[config.mk]
export PLATFORM = sky130hd
export DESIGN_NAME = fetch_unit
export DESIGN_NICKNAME = d
export VERILOG_FILES = /design/src/rtl/fetch_unit.sv
export SDC_FILE = /design/constraint.sdc
export NUM_CORES = 1
export LEC_CHECK = 0
export CORE_ASPECT_RATIO = 1.25
export CORE_MARGIN = 5
export CORE_UTILIZATION = 25
export CTS_CLUSTER_DIAMETER = 80
export CTS_CLUSTER_SIZE = 28
export DETAILED_ROUTE_END_ITERATION = 10
export MAX_ROUTING_LAYER = met4
export SETUP_SLACK_MARGIN = 0.15
export SLEW_MARGIN = 5
export SYNTH_ARGS = -nofsm -noshare
export SYNTH_HDL_FRONTEND = slang
export SYNTH_SLANG_ARGS = --single-unit
export TNS_END_PERCENT = 20
[constraint.sdc]
create_clock -name clock -period 3.2 [get_ports clock]
set_input_delay 0.32 -clock clock [delete_from_list [all_inputs] [get_ports clock]]
set_output_delay 0.32 -clock clock [all_outputs]
set_load 0.05 [all_outputs]
[src/rtl/fetch_unit.sv]
// fetch_unit: in-order instruction fetch with a 2-entry instruction buffer.
// Issues word-aligned requests to instruction memory while request credit is
// available, buffers returned words with their fetch address, and handles
// redirects by flushing the buffer and dropping responses still in flight.
//
// Optional feature macro: FETCH_MISALIGN_CHECK_EN
//   defined     -> misaligned redirect targets raise fetch_misaligned and park
//                  the unit in HALT until an aligned redirect arrives.
//   not defined -> redirect_pc[1:0] is ignored (treated as zero).
//
// state | meaning
// RUN   | normal fetch; responses go into the buffer
// DRAIN | dropping responses that belong to pre-redirect requests
// HALT  | misaligned redirect seen; no requests, all responses dropped
//         (HALT exists only with FETCH_MISALIGN_CHECK_EN)

module fetch_unit #(
  parameter logic [31:0] RESET_PC  = 32'h0000_0000,
  parameter int          BUF_DEPTH = 2
) (
  input  logic        clock,
  input  logic        reset_n,
  output logic        imem_req_valid,
  input  logic        imem_req_ready,
  output logic [31:0] imem_addr,
  input  logic        imem_resp_valid,
  input  logic [31:0] imem_resp_data,
  output logic        instr_valid,
  input  logic        instr_ready,
  output logic [31:0] instruction,
  output logic [31:0] pc,
  input  logic        redirect_valid,
  input  logic [31:0] redirect_pc
`ifdef FETCH_MISALIGN_CHECK_EN
  ,
  output logic        fetch_misaligned
`endif
);

  // Requests in flight plus buffered words never exceed the buffer depth,
  // so every non-discarded response always has a free slot.
  localparam logic [2:0] CREDIT = 3'(BUF_DEPTH);

`ifdef FETCH_MISALIGN_CHECK_EN
  typedef enum logic [1:0] {RUN, DRAIN, HALT} state_t;
`else
  typedef enum logic [1:0] {RUN, DRAIN} state_t;
`endif

  state_t      state;
  logic [31:0] fetch_pc;
  logic [1:0]  outstanding;
  logic [1:0]  discard;
  logic [1:0]  fifo_count;
  logic        rd_ptr;
  logic        wr_ptr;
  logic [31:0] fifo_pc   [2];
  logic [31:0] fifo_data [2];

  logic        can_issue;
  logic        req_fire;
  logic        resp_drop;
  logic        push;
  logic        pop;
  logic [1:0]  out_next;
  logic [1:0]  live;
  logic [31:0] resp_pc;
  logic [31:0] redir_tgt;
  logic        redir_misaligned;

`ifdef FETCH_MISALIGN_CHECK_EN
  assign redir_tgt        = redirect_pc;
  assign redir_misaligned = |redirect_pc[1:0];
`else
  logic unused_redirect_lsb;
  assign unused_redirect_lsb = ^redirect_pc[1:0];
  assign redir_tgt           = {redirect_pc[31:2], 2'b00};
  assign redir_misaligned    = 1'b0;
`endif

  assign imem_addr   = fetch_pc;
  assign instr_valid = (fifo_count != 2'd0);
  assign instruction = fifo_data[rd_ptr];
  assign pc          = fifo_pc[rd_ptr];

  // Request credit, handshakes, and the fetch address of the returning word.
  // Non-discarded requests are contiguous and end just below fetch_pc, so the
  // oldest live one sits at fetch_pc - 4 * (outstanding - discard).
  always_comb begin
    can_issue = (({1'b0, outstanding} + {1'b0, fifo_count}) < CREDIT);
`ifdef FETCH_MISALIGN_CHECK_EN
    if (state == HALT) can_issue = 1'b0;
`endif
    imem_req_valid = can_issue && !redirect_valid && reset_n;
    req_fire       = imem_req_valid && imem_req_ready;
    resp_drop      = (discard != 2'd0);
`ifdef FETCH_MISALIGN_CHECK_EN
    if (state == HALT) resp_drop = 1'b1;
`endif
    push    = imem_resp_valid && !resp_drop;
    pop     = instr_valid && instr_ready;
    live    = outstanding - discard;
    resp_pc = fetch_pc - {28'd0, live, 2'b00};
    case ({req_fire, imem_resp_valid})
      2'b10:   out_next = outstanding + 2'd1;
      2'b01:   out_next = outstanding - 2'd1;
      default: out_next = outstanding;
    endcase
  end

  // Fetch state machine, credit counters and instruction buffer.
  always_ff @(posedge clock or negedge reset_n) begin
    if (!reset_n) begin
      state       <= RUN;
      fetch_pc    <= RESET_PC;
      outstanding <= 2'd0;
      discard     <= 2'd0;
      fifo_count  <= 2'd0;
      rd_ptr      <= 1'b0;
      wr_ptr      <= 1'b0;
      for (int i = 0; i < 2; i++) begin
        fifo_pc[i]   <= 32'd0;
        fifo_data[i] <= 32'd0;
      end
`ifdef FETCH_MISALIGN_CHECK_EN
      fetch_misaligned <= 1'b0;
`endif
    end else begin
      outstanding <= out_next;
      if (redirect_valid) begin
        // Redirect wins over push and pop; whatever is in flight is stale.
        fifo_count <= 2'd0;
        rd_ptr     <= 1'b0;
        wr_ptr     <= 1'b0;
        discard    <= out_next;
        if (redir_misaligned) begin
          fetch_pc <= {redir_tgt[31:2], 2'b00};
`ifdef FETCH_MISALIGN_CHECK_EN
          fetch_misaligned <= 1'b1;
          state            <= HALT;
`endif
        end else begin
          fetch_pc <= redir_tgt;
          state    <= (out_next != 2'd0) ? DRAIN : RUN;
`ifdef FETCH_MISALIGN_CHECK_EN
          fetch_misaligned <= 1'b0;
`endif
        end
      end else begin
        if (req_fire) fetch_pc <= fetch_pc + 32'd4;
        if (imem_resp_valid && (discard != 2'd0)) begin
          discard <= discard - 2'd1;
          if ((state == DRAIN) && (discard == 2'd1)) state <= RUN;
        end
        if (push) begin
          fifo_pc[wr_ptr]   <= resp_pc;
          fifo_data[wr_ptr] <= imem_resp_data;
          wr_ptr            <= ~wr_ptr;
        end
        if (pop) rd_ptr <= ~rd_ptr;
        fifo_count <= fifo_count + 2'(push) - 2'(pop);
      end
    end
  end

endmodule

==> flow_metrics.env <==
export IMPL_status="finished clean"
export IMPL_grt_max_degree=160
export IMPL_r2r_slack_ns=0.43
export IMPL_synth_xor_area_share_pct=4.04
export IMPL_timing_final_ws_setup_ns=0.425
export IMPL_post_cts_resized=0
export IMPL_cp_start_kind="flop"
export IMPL_synth_top_family_by_area="simple AND/OR/NAND/NOR gates"
export IMPL_htree_num_levels=4
export IMPL_first_pass_iters=5
export IMPL_rows=74
export IMPL_clockBufferDepth=2
export IMPL_die_h_um=213
export IMPL_viasPerCell=4.65
export IMPL_yosysWarnings=0
export IMPL_crit_top_cell="buf_4"
export IMPL_fin_area_um2=10900
export IMPL_power_density_nw_per_um2=983
export IMPL_die_area_um2=36700
export IMPL_arrival_ns=3.08
export IMPL_timing_hold_ws_ns=0.235
export IMPL_via_count=6566
export IMPL_crit_path_max_incr_delay_ns=0.49
export IMPL_synth_area_um2=8240
export IMPL_max_slew_margin_rel_pct=42.5
export IMPL_antennaDiodeCount=0
export IMPL_syn_inst=841
export IMPL_gr_total_overflow=0
export IMPL_path_clk_slew_ns=0.07
export IMPL_grt_use_total_pct=13.2
export IMPL_slowest_stage="fa_1"
export IMPL_async_reset_ff_share_pct=100
export IMPL_drc=0
export IMPL_worstSetupPathType="reg -> reg"
export IMPL_drive_gt1_share_pct=16.7
export IMPL_wl_per_cell_um=16.7
export IMPL_syn_avg_cell_area_um2=9.80
export IMPL_synth_area_leaders="dfrtp_1, mux2_2, nand2_1"
export IMPL_cts_tree="built"
export IMPL_fill_cells=3301
export IMPL_clock_latency_ns=0.43
export IMPL_cts_sink_count=162
export IMPL_critical_path_max_fanout=16
export IMPL_port_buffer_count=161
export IMPL_routed_wl_um=23600
export IMPL_grt_pass1_wl_um=37000
export IMPL_path_delay_family="simple AND/OR/NAND/NOR gates"
export IMPL_fin_cells=1413
export IMPL_antenna_left=0
export IMPL_die_w_um=172
export IMPL_area_growth_pct=32.8
export IMPL_finClkSkew_ns=0.0136
export IMPL_grt_pass1_vias=6606
export IMPL_synth_edf_count=0
export IMPL_cap_violations=0
export IMPL_period_share_pct=86.7
export IMPL_max_freq_ghz=0.360
export IMPL_synthSimpleGateAreaFrac_pct=18.3
export IMPL_crit_end="imem_addr[12]$_DFFE_PN0P_"
export IMPL_yosysTopAreaCell="dfrtp_1"
export IMPL_hpwl_um=16300
export IMPL_ir_drop_mv=0.678
export IMPL_dp_cells=1381
export IMPL_r2r_start="outstanding[0]$_DFF_PN0_"
export IMPL_ys_types=55
export IMPL_rsz0062_at_grt="no"
export IMPL_drt_iter0_markers=354
export IMPL_crit_buf_inv=2
export IMPL_start_util_pct=25.3
export IMPL_drv_slew=0
export IMPL_cp_depth=9
export IMPL_synth_adder_area_share_pct=1.70
export IMPL_fin_util_pct=33.6
export IMPL_hold_path_class="in -> reg"
export IMPL_synthMuxAreaShare_pct=13.5
export IMPL_hold_viol=0
export IMPL_reg2reg_depth=9
export IMPL_core_area_um2=32600
export IMPL_fin_nets=1063
export IMPL_ys_ff_latch=162
export IMPL_path_cells="and2_4, fa_1, nor4b_4, and2_1, buf_4, nor2_1, buf_4, a21o_1, a221o_1"
export IMPL_yosysSeqAreaShare_pct=49.2
export IMPL_pre_cts_ws_ns=0.435
export IMPL_antenna_found_initial=0
export IMPL_setup_viol=0
export IMPL_cts_root_buf="clkbuf_16"
export IMPL_fin_setup_tns_ns=0
export IMPL_synth_main_ff_cell="dfrtp_1"
export IMPL_required_ns=3.51
export IMPL_crit_start="outstanding[0]$_DFF_PN0_"
export IMPL_p_leak_nw=4.75
export IMPL_fin_total_pwr_mw=10.8
export IMPL_synth_top_area_share_pct=49.2
export IMPL_tightest_slew_ns=0.863
export IMPL_hold_depth=2
export IMPL_reg2reg_to="imem_addr[12]$_DFFE_PN0P_"
export IMPL_post_route_min_period_ns=2.77
export IMPL_gp_congestion=0.788
export IMPL_io_pins=168
export IMPL_place_area_um2=10400
export IMPL_end_kind="flop"
export IMPL_numCtsBuffers=17
export IMPL_synth_compound_area_share_pct=9.13
-- cell usage in the layout, fill, tap and decap left out, types with 4 or more instances in the layout --
cell and count:
nand3b_1 4, nand3_1 27, nor4_1 8, mux2_2 94, nor2_1 30, clkbuf_16 17, xnor2_1 19, dfrtp_1 161
nand4_1 14, nor3_1 6, inv_1 16, o211ai_1 6, buf_4 18, buf_12 4, a32oi_1 4, conb_1 4
ha_1 7, and2_1 5, o21ai_1 6, nor2b_1 7, a21oi_1 6, xor2_1 19, nand2_1 194, o21ai_0 76
o311ai_0 10, and3_1 4, clkdlybuf4s50_1 158
-- report_power, final --
part	switching [mW]	internal (mW)	total, mW
logic	3.38	2.04	5.43
clock network	0.875	1.14	2.01
registers	0.491	2.83	3.32
-- Yosys cell counts (all sizes together) (3+ instances only) --
cell / count
and2: 6
nand4: 14
inv: 17
nor2b: 7
clkbuf: 47
a32oi: 4
xor2: 19
nor4b: 3
ha: 8
dfrtp: 162
o21ai: 82
nand2: 194
a31oi: 3
nand4b: 3
a22oi: 3
o211ai: 6
buf: 16
a21oi: 6
nand3b: 5
xnor2: 19
or3: 4
mux2: 96
and3: 4
or4: 3
a41oi: 3
nor4: 9
o311ai: 10
nor2: 30
mux2i: 3
nor3: 8
nand3: 28
-- cell families after synthesis --
group,count (synthesis)
other,1
adders and majority gates,10
buffers and inverters,80
AOI/OAI and AO/OA,126
and+or+nand+nor,325
DFF,162
muxes,99
xor gates and xnor gates,38
-- what timing repair did --
action / in CTS / in global routing
hold buffers: 1 / 0
hold endpoints to repair: 3 / 0
buffers inserted: 0 / 0
-- area by class of cell --
class / count / area (um2) / share of cell area (%)
clock inverters: 10 / 101 / 0.926
well taps: 418 / 523 / 4.78
clock buffers: 21 / 470 / 4.30
multi-input cells: 602 / 3910 / 35.7
flip-flops and latches: 162 / 4060 / 37.0
inverters: 17 / 66.3 / 0.606
repair buffers: 183 / 1820 / 16.7
-- flip-flops by register name, summed over array words and instances (netlist names) --
name and flops:
discard 2, rd_ptr 1, fifo_pc 60, fifo_data 64, fifo_count 2, outstanding 2, wr_ptr 1, imem_addr 30
-- worst min-delay path by stage --
stage	start	endpoint	slack (ns)
after detailed placement	reset_n	fifo_data[26]$_DFFE_PN0P_	0.13
after global placement	reset_n	fifo_data[26]$_DFFE_PN0P_	0.13
after CTS	redirect_valid	wr_ptr$_DFFE_PN0P_	0.22
final	redirect_valid	wr_ptr$_DFFE_PN0P_	0.23
after floorplan	reset_n	discard[0]$_DFFE_PN0P_	0.02
after global routing	redirect_valid	fifo_count[1]$_DFF_PN0_	0.23
-- layer usage --
| metal | share of wire, % | vias up | global-route usage (%) |
|---|---|---|---|
| li1 | - | 3179 | - |
| met1 | 46 | 3189 | 17.5 |
| met4 | 0.98 | 0 | 3.39 |
| met2 | 48 | 186 | 21.2 |
| met3 | 5.3 | 12 | 2.22 |
| met5 | 0 | - | - |
Power figures use the tool's default switching activity.
